$ cat src/rtl/seqdet_pkg.sv
// Shared types and constants for the parametrised serial pattern detector.
package seqdet_pkg;

  // Detection mode selected by the overlap input.
  typedef enum logic {
    NON_OVERLAP = 1'b0,
    OVERLAP     = 1'b1
  } mode_e;

  // Default geometry and pattern loaded at reset.
  localparam int unsigned DEF_MAX_LEN = 8;
  localparam logic [7:0]  DEF_PATTERN = 8'b0000_0111;
  localparam int unsigned DEF_LENGTH  = 3;

  // Width of a length field able to hold the values 0..max_len.
  function automatic int unsigned len_w(input int unsigned max_len);
    return $clog2(max_len + 1);
  endfunction

endpackage

$ cat src/rtl/seqdet_sat_counter.sv
// Saturating up-counter with synchronous clear; clear wins over increment.
module seqdet_sat_counter #(
  parameter int unsigned CNT_W = 8
) (
  input  logic             clk,
  input  logic             rst_n,   // active-high asynchronous reset
  input  logic             inc,
  input  logic             clr,
  output logic [CNT_W-1:0] q
);

  localparam logic [CNT_W-1:0] CNT_MAX = '1;

  logic [CNT_W-1:0] cnt_q;
  logic [CNT_W-1:0] cnt_d;

  // Next count: clear first, then increment unless already at the ceiling.
  always_comb begin
    cnt_d = cnt_q;
    if (clr) begin
      cnt_d = '0;
    end else if (inc && (cnt_q != CNT_MAX)) begin
      cnt_d = cnt_q + CNT_W'(1);
    end else begin
      cnt_d = cnt_q;
    end
  end

  // Count register with asynchronous reset to zero.
  always_ff @(posedge clk or posedge rst_n) begin
    if (rst_n) begin
      cnt_q <= '0;
    end else begin
      cnt_q <= cnt_d;
    end
  end

  assign q = cnt_q;

endmodule

$ cat src/rtl/seq_detector_mealy_param.sv
// Serial Mealy detector comparing the newest len bits against a programmable
// pattern, with overlapping/non-overlapping modes and a saturating match count.
module seq_detector_mealy_param
  import seqdet_pkg::*;
#(
  parameter int unsigned         MAX_LEN = DEF_MAX_LEN,
  parameter int unsigned         CNT_W   = 8,
  parameter logic [MAX_LEN-1:0]  DEF_PAT = MAX_LEN'(DEF_PATTERN),
  parameter int unsigned         DEF_LEN = DEF_LENGTH,
  localparam int unsigned        LEN_W   = len_w(MAX_LEN)
) (
  input  logic               clk,
  input  logic               rst_n,     // active-high asynchronous reset
  input  logic               en,
  input  logic               din,
  input  logic               load,
  input  logic [MAX_LEN-1:0] pat_in,
  input  logic [LEN_W-1:0]   len_in,
  input  logic               overlap,
  input  logic               clr_cnt,
  output logic               match,
  output logic               match_q,
  output logic [CNT_W-1:0]   match_cnt
);

  localparam logic [LEN_W-1:0] LEN_MAX  = LEN_W'(MAX_LEN);
  localparam logic [LEN_W-1:0] FILL_MAX = LEN_W'(MAX_LEN - 1);
  localparam logic [LEN_W-1:0] LEN_RST  = LEN_W'(DEF_LEN);

  // Bit mask selecting the low `len` positions of a window.
  function automatic logic [MAX_LEN-1:0] len_mask(input logic [LEN_W-1:0] len);
    logic [MAX_LEN-1:0] m;
    m = '0;
    for (int unsigned i = 0; i < MAX_LEN; i++) begin
      if (LEN_W'(i) < len) begin
        m[i] = 1'b1;
      end else begin
        m[i] = 1'b0;
      end
    end
    return m;
  endfunction

  // Requested lengths beyond MAX_LEN fall back to the full window.
  function automatic logic [LEN_W-1:0] clamp_len(input logic [LEN_W-1:0] len);
    if (len > LEN_MAX) begin
      return LEN_MAX;
    end else begin
      return len;
    end
  endfunction

  // Pattern, length, history and valid-history count.
  logic [MAX_LEN-1:0] pat_q,  pat_d;
  logic [LEN_W-1:0]   len_q,  len_d;
  logic [MAX_LEN-2:0] hist_q, hist_d;
  logic [LEN_W-1:0]   fill_q, fill_d;
  logic               match_d;

  // Compare path.
  logic [MAX_LEN-1:0] window_s;
  logic [MAX_LEN-1:0] mask_s;
  logic               hist_ok_s;
  logic               cmp_ok_s;
  logic               match_s;
  mode_e              mode_s;

  // The newest bit sits at position 0, previous samples above it.
  assign window_s = {hist_q, din};
  assign mask_s   = len_mask(len_q);
  assign mode_s   = mode_e'(overlap);

  // Mealy compare: enough valid history plus a masked pattern equality.
  // Reset gates the flag so it is low while reset is held.
  always_comb begin
    hist_ok_s = ((LEN_W + 1)'(fill_q) + (LEN_W + 1)'(1)) >= (LEN_W + 1)'(len_q);
    cmp_ok_s  = ((window_s & mask_s) == (pat_q & mask_s));
    if (rst_n || !en || load || (len_q == '0)) begin
      match_s = 1'b0;
    end else begin
      match_s = hist_ok_s & cmp_ok_s;
    end
  end

  assign match   = match_s;
  assign match_d = match_s;

  // Next-state: load has priority over a sample; a non-overlapping match
  // invalidates the history so the next detection starts from scratch.
  always_comb begin
    pat_d  = pat_q;
    len_d  = len_q;
    hist_d = hist_q;
    fill_d = fill_q;
    if (load) begin
      pat_d  = pat_in;
      len_d  = clamp_len(len_in);
      fill_d = '0;
    end else if (en) begin
      hist_d = window_s[MAX_LEN-2:0];
      if (match_s && (mode_s == NON_OVERLAP)) begin
        fill_d = '0;
      end else if (fill_q < FILL_MAX) begin
        fill_d = fill_q + LEN_W'(1);
      end else begin
        fill_d = fill_q;
      end
    end else begin
      fill_d = fill_q;
    end
  end

  // Detector state and registered match flag.
  always_ff @(posedge clk or posedge rst_n) begin
    if (rst_n) begin
      pat_q   <= DEF_PAT;
      len_q   <= LEN_RST;
      hist_q  <= '0;
      fill_q  <= '0;
      match_q <= 1'b0;
    end else begin
      pat_q   <= pat_d;
      len_q   <= len_d;
      hist_q  <= hist_d;
      fill_q  <= fill_d;
      match_q <= match_d;
    end
  end

  seqdet_sat_counter #(
    .CNT_W (CNT_W)
  ) u_match_cnt (
    .clk   (clk),
    .rst_n (rst_n),
    .inc   (match_s),
    .clr   (clr_cnt),
    .q     (match_cnt)
  );

endmodule

$ cat config.mk
export PLATFORM = sky130hd
export DESIGN_NAME = seq_detector_mealy_param
export DESIGN_NICKNAME = d
export VERILOG_FILES = /design/src/rtl/seqdet_pkg.sv /design/src/rtl/seqdet_sat_counter.sv /design/src/rtl/seq_detector_mealy_param.sv
export SDC_FILE = /design/constraint.sdc
export NUM_CORES = 1
export LEC_CHECK = 0
export ABC_AREA = 1
export CORE_ASPECT_RATIO = 0.7
export CORE_UTILIZATION = 28
export CTS_CLUSTER_SIZE = 14
export DETAILED_ROUTE_END_ITERATION = 12
export SLEW_MARGIN = 20
export SYNTH_ARGS = -nofsm -noshare
export SYNTH_HDL_FRONTEND = slang
export SYNTH_SLANG_ARGS = --single-unit
export TNS_END_PERCENT = 1
$ cat constraint.sdc
create_clock -name clk -period 2.1 [get_ports clk]
set_input_delay 0.42 -clock clk [delete_from_list [all_inputs] [get_ports clk]]
set_output_delay 0.42 -clock clk [all_outputs]
set_load 0.005 [all_outputs]
==> run metrics <==
run status=finished, violations left; failing checks=design-rule violations, negative setup slack; Post-synth EDFFs=0; worst path bufs/invs=2; Filler cells=between 600 and 700; total power=1680 uW; initial drt markers=slightly above 100; share of the synthesized area in the top cell type=a little under two fifths; Post-route DRC=2; clk_skew=approximately 0.009 ns; critical path's largest stage delay=0.45 ns; IO Pins=29; Net Sw Power=517 uW; Critical Path AT=1.97 ns; first-pass GRT wire length=7.73 mm; Netlist cell types=29; Crit. End Element=output pin; count of final setup violators=13; Mapped Cells=approximately 250; synth cell count leaders=nand2_1, inv_1, dfrtp_1, nand3_1, nor2_1; CTS tree=done; largest cells by area after synthesis=dfrtp_1, nand2_1, dfstp_2; prevailing post-synth register cell=dfrtp_1; crit path kind=reg2out; Seq/Total Area, Yosys=~44%; r2r worst-path depth=17; CTS buffer count=5; Routability Congestion=0.831; GRT overflow=0; DR vias=roughly 1,700; f_max=roughly 420 MHz; die area=about 0.0068 sq mm; Synth Register Bits=32; htree depth=2; final count of pins violating max slew=0; Top delay family on crit path=simple AND/OR/NAND/NOR gates; worst setup margin=-0.294 ns; Max IR drop VDD=0.000249 V; FF/Latch Area=just over 800 sq um; ANT nets after route=0; Vias/cell=about 4.4; CORE AREA=roughly 0.0062 sq mm; synthesized cell area=0.00182 sq mm; Die Ht=69.5 um; Final Hold Vio Count=0; Synth Warn #=0; worst path cell trace=ha_4, nand2_2, inv_2, nor2_4, ha_4, nand2_1, nand2_1, nand3_1, nand4_1, and3_4, buf_6; Pint=between 1000 and 1500 uW; Wirelength per Cell=approximately 11 um; Pleak=about 0.0013 uW; Worst R2R End=u_match_cnt.q[0]; Reg clk slew, reported paths=roughly 0.070 ns; area grow syn2layout=46.1%; Critical-path top delay cell=dfrtp_2; GRT Util Overall=roughly 14%; WHS Endpoint=pat_q[7]; antenna violations before repair=0; syn avg cell area=~7.4 sq um; Final #Nets=~340; async set-reset flop share out of synthesis=100%; startpoint types=flop; layout cell share with drive strength beyond 1=24.5%; hold wc startpoint=pat_q[7]; root buf cell=clkbuf_8; CP required=around 1.7 ns; minimum clock period=approximately 2.4 ns; post-DP HPWL=3.05 mm; die width=98.4 um; CP Max Fanout=4; RSZ-0062 raised after global routing=yes; switching fraction of total power=between 30% and 40%; synthesized net count=~270; clock tree sinks=32; vias in the first global route=about 1,700; most numerous cell in the Yosys netlist=nand2_1; multi-input logic area=roughly 980 sq um; clock buffer depth=2; Final Core Density=roughly 43%; Hold Crit Class=reg2reg; Max-cap violations=0; n_diodes=0; cell accounting for the most synthesized area=dfrtp_1; reg2reg setup slack=-0.16 ns; Total Wirelength=roughly 4.4 mm; initial core utilization=just under 30%; part of the power in the clock network=27.9%; reg2reg start=fill_q[0]; fin crit share=114%; Slew headroom=approximately 70%; Power Density=~630 mW/mm^2; largest net degree at the start of global routing=33; DR pass1 iterations=8; # rows=24; Hold Path Depth=2; Worst Tran Pin Value=about 0.42 ns; port bufs=28; clock latency on the worst-skew pair=a little under 0.3 ns; Sequential Power Share=a little over two fifths; Comb pwr share=between 20% and 30%
==> power by group through the flow <==
stage          Combinational [uW]  Sequential (uW)  Clock [uW]
3_5_place_dp                  375              737           0
4_1_cts                       459              729         482
5_1_grt                       541              740         509
2_1_floorplan                 212              730           0
3_3_place_gp                  371              734           0
6_report                      483              731         470
==> placed cells by master, fill, tap and decap left out, types with 2 or more instances in the layout <==
master and instances:
nand3_1 19, ha_4 3, nor2_2 3, clkbuf_8 5, nor2_4 3, clkdlybuf4s50_1 27
nand4_1 4, inv_2 3, nor3_1 2, dfstp_2 5, dfrtp_2 2, nor2_1 17
a21oi_1 2, dfrtp_1 25, clkbuf_1 2, o21ai_0 17, buf_4 34, xor2_1 3
xnor2_1 3, nand2_1 80, nand3_2 2, buf_6 3, nand2_4 2, nand2_2 5
ha_1 3, inv_1 29
==> worst max path at each step <==
stage              start  endpoint  cells after the start
5_1_grt        fill_q[0]     match                     11
3_5_place_dp   fill_q[0]     match                     10
4_1_cts        fill_q[0]     match                     11
3_3_place_gp   fill_q[0]     match                     10
6_report       fill_q[0]     match                     11
2_1_floorplan  fill_q[0]     match                     10
==> cell families (layout without fill, tap and decap cells) <==
family          Yosys count  count (layout)  synth area share, %
flops                    32              32                 44.3
buf+inv                  38             106                 8.03
xor+xnor                  7               7                 3.36
fa+ha+maj                 6               6                 4.12
compound gates           22              22                 6.79
simple gates            141             141                 33.4
==> sequential cells by signal, summed over array words and instances (netlist names) <==
register       flops
hist_q             7
u_match_cnt.q      8
match_q            1
fill_q             4
len_q              4
pat_q              8
==> metrics by stage <==
stage                     setup TNS, ns  hold slack [ns]  cell area (sq um)  setup WS, ns  instances
after floorplan                       0            0.456               1820        0.0619        246
after global placement           -0.599            0.479               2360        -0.419        371
after detailed placement         -0.992            0.486               2360        -0.458        371
after CTS                         -2.26            0.503               2610        -0.329        391
after global routing              -3.81            0.540               2660        -0.391        392
final                             -1.98            0.505               2660        -0.294        392
==> worst reg2reg max path, cell delays in order (launching register included) <==
cell,delay [ns]
dfrtp_2,0.45
ha_4,0.19
nand2_2,0.06
inv_2,0.05
nor2_4,0.12
ha_4,0.22
nand2_1,0.06
nand2_1,0.05
nand3_1,0.06
nand4_1,0.13
buf_4,0.16
buf_6,0.10
buf_6,0.12
o2111ai_4,0.08
nand2_4,0.14
inv_6,0.11
nand2_1,0.05
nand2_1,0.06
==> what timing repair did <==
action	4_1_cts	5_1_grt
pin swaps	16	3
endpoints found under the setup margin	13	13
buffers inserted	12	1
hold buffers	0	0
gates resized for setup	20	12
endpoints found under the hold margin	0	0
==> cell type report <==
| class | count | area share, % |
|---|---|---|
| Multi-Input combinational cell | 176 | 36.9 |
| Sequential cell | 32 | 30.4 |
| Timing Repair Buffer | 64 | 21.0 |
| Inverter | 34 | 4.98 |
| Tap cell | 78 | 3.67 |
| Clock buffer | 7 | 2.87 |
| Clock inverter | 1 | 0.188 |
==> routing by layer <==
metal,GRT usage (%),up-vias,wire length [um]
met5,0,-,0
met4,5.14,0,46
met3,3.43,5,195
met2,21.9,34,1920
met1,20.1,764,2260
li1,-,907,-
Power figures use the tool's default switching activity.
